File: src/rtl/mic1_ctrl_pkg.sv
// Shared types for the MIC-1 execution sequencer: FSM states, WAIT mode and
// front-panel command priority.
package mic1_ctrl_pkg;

    typedef enum logic [2:0] {
        RSTSEQ = 3'd0,
        IDLE   = 3'd1,
        RUN    = 3'd2,
        WAIT   = 3'd3,
        HALT   = 3'd4
    } exec_state_t;

    typedef enum logic {
        ModeStep = 1'b0,
        ModeRun  = 1'b1
    } wait_mode_t;

    // Encoding doubles as priority: a larger value wins when edges coincide.
    typedef enum logic [2:0] {
        CmdNone  = 3'd0,
        CmdRun   = 3'd1,
        CmdStep  = 3'd2,
        CmdStop  = 3'd3,
        CmdClear = 3'd4
    } cmd_t;

    function automatic cmd_t resolve_cmd(input logic clr, input logic stp, input logic stepb,
                                         input logic run);
        if (clr) return CmdClear;
        if (stp) return CmdStop;
        if (stepb) return CmdStep;
        if (run) return CmdRun;
        return CmdNone;
    endfunction

endpackage

File: src/rtl/mic1_exec_ctrl_if.sv
// Handshake between the execution sequencer (master) and the MIC-1 datapath (slave).
interface mic1_exec_ctrl_if #(
    parameter int unsigned MPC_W = 9
);
    logic [MPC_W-1:0] mpc;
    logic             mic1_halt;
    logic             mic1_done;
    logic             mic1_ce;
    logic             mic1_rst;

    modport master (
        output mic1_ce, mic1_rst,
        input  mpc, mic1_halt, mic1_done
    );

    modport slave (
        input  mic1_ce, mic1_rst,
        output mpc, mic1_halt, mic1_done
    );
endinterface

File: src/rtl/mic1_btn_edge.sv
// Rising-edge detector for a debounced button; history resets high so a button
// held through reset does not register as a press.
module mic1_btn_edge (
    input  logic clk,
    input  logic resetn,
    input  logic btn_i,
    output logic edge_o
);
    logic btn_q;

    always_ff @(posedge clk) begin
        if (resetn) btn_q <= 1'b1;
        else        btn_q <= btn_i;
    end

    assign edge_o = btn_i & ~btn_q;
endmodule

File: src/rtl/mic1_exec_ctrl.sv
// MIC-1 execution sequencer: turns front-panel commands into one clock-enable per
// microinstruction, tracks completion, breakpoints, halts and datapath timeouts.
module mic1_exec_ctrl
    import mic1_ctrl_pkg::*;
#(
    parameter int unsigned MPC_W      = 9,
    parameter int unsigned CNT_W      = 32,
    parameter int unsigned RST_CYCLES = 4,
    parameter int unsigned RATE_W     = 24,
    parameter int unsigned TO_CYCLES  = 1024
) (
    input  logic              clk,
    input  logic              resetn,
    input  logic              btn_run,
    input  logic              btn_stop,
    input  logic              btn_step,
    input  logic              btn_clear,
    input  logic [RATE_W-1:0] rate_div,
    input  logic              bp_en,
    input  logic [MPC_W-1:0]  bp_addr,
    mic1_exec_ctrl_if.master  dp,
    output logic              led_run_status,
    output logic              led_idle,
    output logic              led_halt,
    output logic              fault,
    output logic [CNT_W-1:0]  cycle_count
);
    localparam int unsigned RstW = (RST_CYCLES > 1) ? $clog2(RST_CYCLES) : 1;
    localparam int unsigned ToW  = $clog2(TO_CYCLES + 1);

    logic run_e, stop_e, step_e, clr_e;

    mic1_btn_edge u_edge_run   (.clk(clk), .resetn(resetn), .btn_i(btn_run),   .edge_o(run_e));
    mic1_btn_edge u_edge_stop  (.clk(clk), .resetn(resetn), .btn_i(btn_stop),  .edge_o(stop_e));
    mic1_btn_edge u_edge_step  (.clk(clk), .resetn(resetn), .btn_i(btn_step),  .edge_o(step_e));
    mic1_btn_edge u_edge_clear (.clk(clk), .resetn(resetn), .btn_i(btn_clear), .edge_o(clr_e));

    exec_state_t       state_q, state_d;
    wait_mode_t        mode_q, mode_d;
    logic              stop_pend_q, stop_pend_d;
    logic [RstW-1:0]   rst_cnt_q, rst_cnt_d;
    logic [RATE_W-1:0] div_q, div_d;
    logic [ToW-1:0]    to_cnt_q, to_cnt_d;
    logic              ce_q, ce_d, rst_q, rst_d, fault_q, fault_d;
    logic [CNT_W-1:0]  cnt_q, cnt_d;
    logic              led_run_q, led_run_d, led_idle_q, led_idle_d, led_halt_q, led_halt_d;
    cmd_t              cmd;
    logic              done_ok, bp_hit;

    assign cmd     = resolve_cmd(clr_e, stop_e, step_e, run_e);
    // The ce cycle itself never counts as completion.
    assign done_ok = dp.mic1_done & ~ce_q;
    assign bp_hit  = bp_en && (dp.mpc == bp_addr);

    always_comb begin
        state_d     = state_q;
        mode_d      = mode_q;
        stop_pend_d = stop_pend_q;
        rst_cnt_d   = rst_cnt_q;
        div_d       = div_q;
        to_cnt_d    = to_cnt_q;
        ce_d        = 1'b0;
        rst_d       = 1'b0;
        fault_d     = fault_q;
        cnt_d       = cnt_q;
        if (cmd == CmdClear) begin
            state_d     = RSTSEQ;
            rst_d       = 1'b1;
            rst_cnt_d   = '0;
            cnt_d       = '0;
            fault_d     = 1'b0;
            stop_pend_d = 1'b0;
        end else begin
            unique case (state_q)
                RSTSEQ: begin
                    if (rst_cnt_q == RstW'(RST_CYCLES - 1)) begin
                        state_d = IDLE;
                    end else begin
                        rst_d     = 1'b1;
                        rst_cnt_d = rst_cnt_q + RstW'(1);
                    end
                end
                IDLE, HALT: begin
                    if (cmd == CmdRun) begin
                        state_d = RUN;
                        div_d   = rate_div;
                    end else if (cmd == CmdStep) begin
                        ce_d     = 1'b1;
                        state_d  = WAIT;
                        mode_d   = ModeStep;
                        to_cnt_d = '0;
                    end else if (cmd == CmdStop && state_q == HALT) begin
                        state_d = IDLE;
                    end
                end
                RUN: begin
                    if (cmd == CmdStop) begin
                        state_d = IDLE;
                    end else if (div_q == '0) begin
                        ce_d     = 1'b1;
                        state_d  = WAIT;
                        mode_d   = ModeRun;
                        to_cnt_d = '0;
                    end else begin
                        div_d = div_q - RATE_W'(1);
                    end
                end
                WAIT: begin
                    if (cmd == CmdStop) stop_pend_d = 1'b1;
                    if (done_ok) begin
                        cnt_d       = cnt_q + CNT_W'(1);
                        stop_pend_d = 1'b0;
                        if (dp.mic1_halt || bp_hit) begin
                            state_d = HALT;
                        end else if (mode_q == ModeStep || stop_pend_q || cmd == CmdStop) begin
                            state_d = IDLE;
                        end else begin
                            state_d = RUN;
                            div_d   = rate_div;
                        end
                    end else if (to_cnt_q == ToW'(TO_CYCLES)) begin
                        fault_d     = 1'b1;
                        stop_pend_d = 1'b0;
                        state_d     = HALT;
                    end else begin
                        to_cnt_d = to_cnt_q + ToW'(1);
                    end
                end
                default: begin
                    state_d   = RSTSEQ;
                    rst_d     = 1'b1;
                    rst_cnt_d = '0;
                end
            endcase
        end
        led_idle_d = (state_d == IDLE);
        led_halt_d = (state_d == HALT);
        led_run_d  = (state_d == RUN) || (state_d == WAIT && mode_d == ModeRun);
    end

    always_ff @(posedge clk) begin
        if (resetn) begin
            state_q     <= RSTSEQ;
            mode_q      <= ModeStep;
            stop_pend_q <= 1'b0;
            rst_cnt_q   <= '0;
            div_q       <= '0;
            to_cnt_q    <= '0;
            ce_q        <= 1'b0;
            rst_q       <= 1'b1;
            fault_q     <= 1'b0;
            cnt_q       <= '0;
            led_run_q   <= 1'b0;
            led_idle_q  <= 1'b0;
            led_halt_q  <= 1'b0;
        end else begin
            state_q     <= state_d;
            mode_q      <= mode_d;
            stop_pend_q <= stop_pend_d;
            rst_cnt_q   <= rst_cnt_d;
            div_q       <= div_d;
            to_cnt_q    <= to_cnt_d;
            ce_q        <= ce_d;
            rst_q       <= rst_d;
            fault_q     <= fault_d;
            cnt_q       <= cnt_d;
            led_run_q   <= led_run_d;
            led_idle_q  <= led_idle_d;
            led_halt_q  <= led_halt_d;
        end
    end

    assign dp.mic1_ce     = ce_q;
    assign dp.mic1_rst    = rst_q;
    assign led_run_status = led_run_q;
    assign led_idle       = led_idle_q;
    assign led_halt       = led_halt_q;
    assign fault          = fault_q;
    assign cycle_count    = cnt_q;
endmodule

File: src/flat_wrapper.sv
// flat-port wrapper written by rule: the top's interface ports become plain ports
module mic1_exec_ctrl_flat import mic1_ctrl_pkg::*;
#(
    parameter int unsigned MPC_W      = 9,
    parameter int unsigned CNT_W      = 32,
    parameter int unsigned RST_CYCLES = 4,
    parameter int unsigned RATE_W     = 24,
    parameter int unsigned TO_CYCLES  = 1024
)
  (clk, resetn, btn_run, btn_stop, btn_step, btn_clear, rate_div, bp_en, bp_addr, led_run_status, led_idle, led_halt, fault, cycle_count, dp_mic1_ce, dp_mic1_rst, dp_mpc, dp_mic1_halt, dp_mic1_done);
  mic1_exec_ctrl_if #(.MPC_W(MPC_W)) dp_i ();
  input  logic clk;
  input  logic resetn;
  input  logic btn_run;
  input  logic btn_stop;
  input  logic btn_step;
  input  logic btn_clear;
  input  logic [RATE_W-1:0] rate_div;
  input  logic bp_en;
  input  logic [MPC_W-1:0] bp_addr;
  output logic led_run_status;
  output logic led_idle;
  output logic led_halt;
  output logic fault;
  output logic [CNT_W-1:0] cycle_count;
  output wire logic [$bits(dp_i.mic1_ce)-1:0] dp_mic1_ce;
  output wire logic [$bits(dp_i.mic1_rst)-1:0] dp_mic1_rst;
  input wire logic [$bits(dp_i.mpc)-1:0] dp_mpc;
  input wire logic [$bits(dp_i.mic1_halt)-1:0] dp_mic1_halt;
  input wire logic [$bits(dp_i.mic1_done)-1:0] dp_mic1_done;
  assign dp_mic1_ce = dp_i.mic1_ce;
  assign dp_mic1_rst = dp_i.mic1_rst;
  assign dp_i.mpc = dp_mpc;
  assign dp_i.mic1_halt = dp_mic1_halt;
  assign dp_i.mic1_done = dp_mic1_done;
  mic1_exec_ctrl #(.MPC_W(MPC_W), .CNT_W(CNT_W), .RST_CYCLES(RST_CYCLES), .RATE_W(RATE_W), .TO_CYCLES(TO_CYCLES)) u_core (.clk(clk), .resetn(resetn), .btn_run(btn_run), .btn_stop(btn_stop), .btn_step(btn_step), .btn_clear(btn_clear), .rate_div(rate_div), .bp_en(bp_en), .bp_addr(bp_addr), .dp(dp_i), .led_run_status(led_run_status), .led_idle(led_idle), .led_halt(led_halt), .fault(fault), .cycle_count(cycle_count));
endmodule
File: config.mk
export PLATFORM = sky130hd
export DESIGN_NAME = mic1_exec_ctrl_flat
export DESIGN_NICKNAME = d
export VERILOG_FILES = /design/src/rtl/mic1_ctrl_pkg.sv /design/src/rtl/mic1_exec_ctrl_if.sv /design/src/rtl/mic1_btn_edge.sv /design/src/rtl/mic1_exec_ctrl.sv /design/src/flat_wrapper.sv
export SDC_FILE = /design/constraint.sdc
export NUM_CORES = 1
export LEC_CHECK = 0
export ABC_AREA = 0
export ABC_CLOCK_PERIOD_IN_PS = 5550
export CAP_MARGIN = 20
export CORE_UTILIZATION = 46
export DETAILED_ROUTE_END_ITERATION = 10
export PLACE_DENSITY = 0.82
export SYNTH_ARGS = -nofsm -noshare
export SYNTH_HDL_FRONTEND = slang
export SYNTH_SLANG_ARGS = --single-unit
File: constraint.sdc
create_clock -name clk -period 5.55 [get_ports clk]
set_input_delay 1.11 -clock clk [delete_from_list [all_inputs] [get_ports clk]]
set_output_delay 1.11 -clock clk [all_outputs]
set_load 0.02 [all_outputs]
Yosys cells after proc, flatten, opt, wreduce, memory -nomap -nowiden
Cells that the tools add are included.
{"block": "word_totals", "regBits": 84, "latchBits": 0, "ramBits": 0, "rom_bits": 0, "input_bits": 51, "output_inout_bits": 38, "word_cells": 144, "n_memories": 0}
{"block": "op_classes", "add_sub_neg": 4, "n_mul": 0, "n_div": 0, "n_lt_le_gt_ge": 0, "n_eq_ne": 27, "shift": 0, "mux": 62, "bitwise_logic": 14, "n_reduce_logical": 20}
{"op": "24-bit 2-to-1 mux", "n": 6}
{"op": "24-bit one-hot mux with 3 select lines", "n": 1}
{"op": "11-bit 2-to-1 mux", "n": 6}
{"op": "3-bit 2-to-1 mux", "n": 18}
{"op": "11-bit one-hot mux with 3 select lines", "n": 1}
{"op": "32-bit by 1-bit adder with 32-bit output, second input constant", "n": 1}
{"op": "24-bit logical NOT", "n": 1}
{"op": "24-bit by 1-bit subtractor with 24-bit output, second input constant", "n": 1}
{"op": "1-bit 2-to-1 mux", "n": 23}
{"op": "3-bit by 2-bit == test with 1-bit output, second input constant", "n": 6}
{"op": "2-bit inequality test, second input constant", "n": 8}
{"op": "8-bit AND reduction", "n": 2}
{"op": "3-bit one-hot mux with 4 select lines", "n": 1}
{"op": "11-bit by 1-bit adder with 11-bit output, second input constant", "n": 1}
{"op": "11-bit == test, second input constant", "n": 1}
{"op": "3-bit by 1-bit == test with 1-bit output, second input constant", "n": 3}
{"op": "3-bit == test, second input constant", "n": 3}
{"op": "9-bit == test", "n": 1}
{"op": "1-bit NOT", "n": 9}
{"op": "2-bit by 1-bit inequality test with 1-bit output, second input constant", "n": 4}
{"op": "1-bit one-hot mux with 2 select lines", "n": 3}
{"op": "2-bit AND reduction", "n": 3}
{"op": "3-bit nonzero test", "n": 2}
{"op": "1-bit AND", "n": 5}
{"op": "other kinds (10)", "n": 17}

Logic depth before layout (Yosys ltp)
{"block": "logic_depth", "ltp_word": 23, "depth_mapped": 9, "ltp_nobuf": 8}

Cells and area by module
From an unflattened synthesis, not the netlist that was laid out.
{"block": "hier_totals", "cells_unflattened": 629, "hier_area_um2": 4944.7}
{"mod": "mic1_exec_ctrl", "n_inst": 1, "cells_each": 617, "area_each_um2": 4814.6, "seq_area_each_um2": 1601.5}
{"mod": "mic1_btn_edge", "n_inst": 4, "cells_each": 3, "area_each_um2": 32.5, "seq_area_each_um2": 20.0}

Worst setup path before layout
No wires, ideal clock.
{"block": "synth_path", "path_type": "input-to-reg", "startpoint": "in bp_addr[3]", "endpoint": "reg u_core.div_q[6]", "setup_time_ns": 0.128, "t_arrival_ns": 2.809, "t_required_ns": 5.422, "slack_ns": 2.613, "cell_stages": 7, "n_path_buf": 1, "cell_sequence": "xor2_1 > or4_1 > or4_1 > nand4_2 > buf_2 > mux2i_1 > nor2_1"}
{"block": "synth_between", "elab_chain_cells": 5}
{"item": "start, declared", "line": "flat_wrapper.sv:20", "rtl": "input logic [MPC_W-1:0] bp_addr;"}
{"item": "9-bit == test", "line": "mic1_exec_ctrl.sv:53", "rtl": "assign bp_hit = bp_en && (dp.mpc == bp_addr);"}
{"item": "1-bit logical AND", "line": "mic1_exec_ctrl.sv:53"}
{"item": "1-bit logical OR", "line": "mic1_exec_ctrl.sv:113", "rtl": "if (dp.mic1_halt || bp_hit) begin"}
{"item": "2-bit inequality test (no line)"}
{"item": "8-bit AND reduction (no line)"}
{"item": "end signal, assigned", "line": "mic1_exec_ctrl.sv:161", "rtl": "div_q <= div_d;"}
{"item": "end, declared", "line": "mic1_exec_ctrl.sv:42", "rtl": "logic [RATE_W-1:0] div_q, div_d;"}
Every way passes these cells.
A chain may end at the register's enable or synchronous reset.

Worst setup path in the final report
{"block": "layout_path", "startpoint": "in btn_clear", "endpoint": "reg u_core.div_q[20]"}
{"block": "layout_between", "elab_chain_cells": 7, "word_cells_on_any_way": 12, "classes_between": "eq/ne (6); mux (2); bitwise (2); reduce/logical (2)"}
{"item": "start, declared", "line": "flat_wrapper.sv:17", "rtl": "input logic btn_clear;"}
{"item": "1-bit AND *", "line": "mic1_btn_edge.sv:16", "rtl": "assign edge_o = btn_i & ~btn_q;"}
{"item": "1-bit 2-to-1 mux *", "line": "mic1_ctrl_pkg.sv:29", "rtl": "if (clr) return CmdClear;"}
{"item": "3-bit 2-to-1 mux *", "line": "mic1_ctrl_pkg.sv:30", "rtl": "if (stp) return CmdStop;"}
{"item": "3-bit by 2-bit == test with 1-bit output", "line": "mic1_exec_ctrl.sv:97, mic1_exec_ctrl.sv:115"}
{"item": "1-bit logical OR", "line": "mic1_exec_ctrl.sv:115", "rtl": "end else if (mode_q == ModeStep || stop_pend_q || cmd == CmdStop) begin"}
{"item": "2-bit inequality test (no line)"}
{"item": "8-bit AND reduction (no line) *"}
Every way passes the cells marked *; elsewhere a longest branch is shown, timed or not.

==> flow_metrics.py <==
metrics = {
    "clock_network": {
        "tritoncts.num_buffers": 9,
        "post-cts-setup-buffer-count": 0,
        "post_cts_resized": 0,
        "worstSkewPairLatency_ps": 360,
        "clock_tree.buffer_depth": 2,
        "postCtsHoldBufs": 0,
        "ctsHtreeMaxLevel": 3,
        "tritoncts": "built",
        "clkTransAtPathRegs_ps": 90,
        "root_buffer": "sky130_fd_sc_hd__clkbuf_8",
        "clock_sinks": 84,
    },
    "route": {
        "detail_route.first_pass.iterations": 6,
        "drt_iter0_drc": 275,
        "avgRoutedWirePerCell_um": 14.25,
        "detail-route-antenna-nets": 0,
        "detail_route.drc_violations": 0,
        "route.detailed.vias_per_inst": 5.718,
        "wl_mm": 11.40,
        "vias": 4574,
    },
    "yosys": {
        "postSynthNetCount": 643,
        "async_flop_share_pct": 0,
        "count_of_state_elements_after_synthesis": 84,
        "synth_seq_area_share_pct": 36.36,
        "syn-mean-instance-area_um2": 7.878,
        "postSynthCellCount": 587,
        "synth_enable_flop_cells": 0,
        "yosys_warnings": 0,
        "synth_ff_type": "sky130_fd_sc_hd__dfxtp_1",
        "netlist_area_um2": 4624,
        "synth.lib_cells_used.distinct": 63,
    },
    "global_routing": {
        "track_usage_pct": 22.53,
        "first_pass_grt_wire_length_mm": 18.96,
        "antenna_found_initial": 0,
        "gr-total-overflow": 0,
        "first_global_vias": 4228,
        "maximum_number_of_pins_on_one_net_before_global_route_repair": 58,
    },
    "pwr": {
        "switchingPower_w": 0.0003826,
        "max-vdd-ir-drop_mv": 0.1322,
        "p_int_w": 0.0009000,
        "power_frac_seq_pct": 49.1,
        "power_frac_comb_pct": 19.0,
        "swShare_pct": 29.83,
        "p_leak_nw": 2.043,
        "pwr_density_cell_nw_per_um2": 222.7,
        "clock_power_share_pct": 31.9,
    },
    "sta": {
        "final-hold-violation-count": 0,
        "worst_pin_slew_ps": 921.3,
        "rsz0062_at_grt": "no",
        "slew-limit-headroom_pct": 38.46,
        "report.final.slew_viol_count": 0,
        "max_freq_mhz": 283.6,
        "period_share_pct": 63.54,
        "count_of_endpoints_failing_setup_in_the_final_report": 0,
        "finalCriticalPeriod_ps": 3527,
        "fin_worst_skew_ps": 17.73,
        "tns_ps": 0,
    },
    "cells_and_area": {
        "fillers": 901,
        "area_growth_pct": 24.54,
        "num_antenna_cells": 0,
        "final_layout_size_suffix_gt1_share_pct": 7.046,
        "stdcell_area_um2": 5759,
        "multi_input_area_um2": 2805,
        "finalNetCount": 718,
        "layout.area.seq_um2": 1682,
    },
    "run_status": {
        "result_of_the_run": "complete, no violations",
    },
    "worst_setup_path": {
        "cp_required_ps": 5830,
        "critical_path.max_fanout": 42,
        "endpoint_kind": "flop",
        "setup.worst_path.class": "primary input to flop",
        "timing.critical_path.arrival_ps": 3810,
        "startpoint_type": "primary input",
    },
    "placed_design": {
        "numPortBuffers": 88,
        "post_dp_cell_area_um2": 5575,
        "routabilityCongestion": 0.8875,
        "detailedPlacementHpwl_mm": 8.357,
    },
    "job": {
        "max_cap_viol_count": 0,
    },
    "floorplanning": {
        "die_h_um": 102.3,
        "horizontal_extent_of_the_die_um": 102.3,
        "core_area_um2": 9774,
        "num_rows": 36,
        "initial_utilization_pct": 47.31,
        "die_area_um2": 10460,
        "top_level_ports": 89,
    },
    "min_path": {
        "worst_hold_path_type": "flop to flop",
    },
}
[final timing paths]
| kind | slack (ps) | from | end | cells after the start |
|---|---|---|---|---|
| worst max-delay path | 2020 | btn_clear | u_core.div_q[20] | 7 |
| worst min-delay path | 480 | u_core.fault | u_core.fault | 2 |
| worst max register to register | 2240 | u_core.state_q[0] | u_core.div_q[20] | 7 |
| worst min register to register | 480 | u_core.fault | u_core.fault | 2 |
[logic make-up (layout without fill, tap and decap cells)]
group / count (synthesis) / after routing / share of synthesized area [%]
xor+xnor: 34 / 34 / 6.439
mux: 3 / 3 / 0.6494
fa+ha+maj: 5 / 5 / 1.353
simple gates: 282 / 282 / 33.09
flops: 84 / 84 / 36.36
compound gates: 147 / 147 / 19.13
buf+inv: 32 / 112 / 2.976
[worst max-delay path: stages]
cell                              delay (ps)
sky130_fd_sc_hd__clkdlybuf4s50_1         450
sky130_fd_sc_hd__nor2b_1                 250
sky130_fd_sc_hd__nor4_1                  300
sky130_fd_sc_hd__o221a_2                 250
sky130_fd_sc_hd__nand4_2                 700
sky130_fd_sc_hd__or2_2                   580
sky130_fd_sc_hd__a21oi_1                 160
[synth_stat cells (all sizes together), types with 10 or more instances]
library cell,n,area [um2]
nor3,18,112.6
nand4,18,118.9
nand2b,17,106.4
nor2b,10,62.56
nor4,10,90.08
or3,11,73.82
o31ai,10,80.07
nand2,35,131.4
o21ai,48,240.2
buf,10,55.05
xor2,22,192.7
xnor2,12,105.1
nand3,27,135.1
clkbuf,17,63.81
and2,11,68.82
nor2,82,307.8
a21oi,49,245.2
or2,16,100.1
dfxtp,84,1682
[power groups by stage]
stage | Combinational, W | Clock (W) | Sequential (W)
finish | 0.000244 | 0.000409 | 0.000630
global placement | 0.000237 | 0 | 0.000643
detailed placement | 0.000242 | 0 | 0.000643
global route | 0.000269 | 0.000442 | 0.000632
CTS | 0.000243 | 0.000419 | 0.000630
floorplan | 0.000167 | 0 | 0.000640
[per-stage QoR]
step                      hold slack (ps)  total power (W)  setup slack, ps  utilization (%)  std cells
after global placement              447.8        0.0008795             1708            57.04        784
after detailed placement            462.5        0.0008851             1657            57.04        784
after CTS                           482.6         0.001291             1997            58.92        800
after floorplan                     425.2        0.0008072             2613                -        587
final                               475.5         0.001283             2023            58.92        800
after global routing                503.7         0.001343             1809            58.92        800
[layout make-up]
type	count	share of cell area, %
Clock inverter	6	0.8038
Inverter	5	0.3259
Timing Repair Buffer	91	15.69
Multi-Input combinational cell	471	48.71
Sequential cell	84	29.20
Clock buffer	10	2.390
Tap cell	133	2.889
[cells in the final DEF (no fill, tap or decap), drive strengths merged, types with 3 or more instances in the layout]
master	instances
xnor2	12
nand3	27
xor2	22
or2	16
dfxtp	84
a32oi	3
clkbuf	10
nor2	82
and4	5
a21oi	49
a22oi	4
nor2b	10
nand4	18
or4	7
nor3b	3
a21o	6
nand2	35
nor4	10
and3	5
ha	5
nor3	18
and2	11
buf	3
a31oi	8
o21ai	48
mux2i	3
o21a	3
or3	11
clkdlybuf4s50	88
inv	7
nand2b	17
o31ai	10
[sequential cells by signal, summed over array words and instances (netlist names)]
signal                     cells
u_core.led_halt                1
u_core.dp.mic1_rst             1
u_core.mode_q                  1
u_core.state_q                 3
u_core.led_idle                1
u_core.u_edge_run.btn_q        1
u_core.u_edge_clear.btn_q      1
u_core.rst_cnt_q               2
u_core.led_run_status          1
u_core.u_edge_step.btn_q       1
u_core.to_cnt_q               11
u_core.dp.mic1_ce              1
u_core.div_q                  24
u_core.fault                   1
u_core.cycle_count            32
u_core.stop_pend_q             1
u_core.u_edge_stop.btn_q       1
[layer usage]
metal	global-route usage [%]	vias to the layer above	routed length, um
met3	3.762	16	487
met2	40.89	141	5719
met5	0	-	0
li1	-	2265	-
met4	7.473	0	160
met1	26.87	2152	5034
No activity file was read; power rests on OpenSTA's default activity.
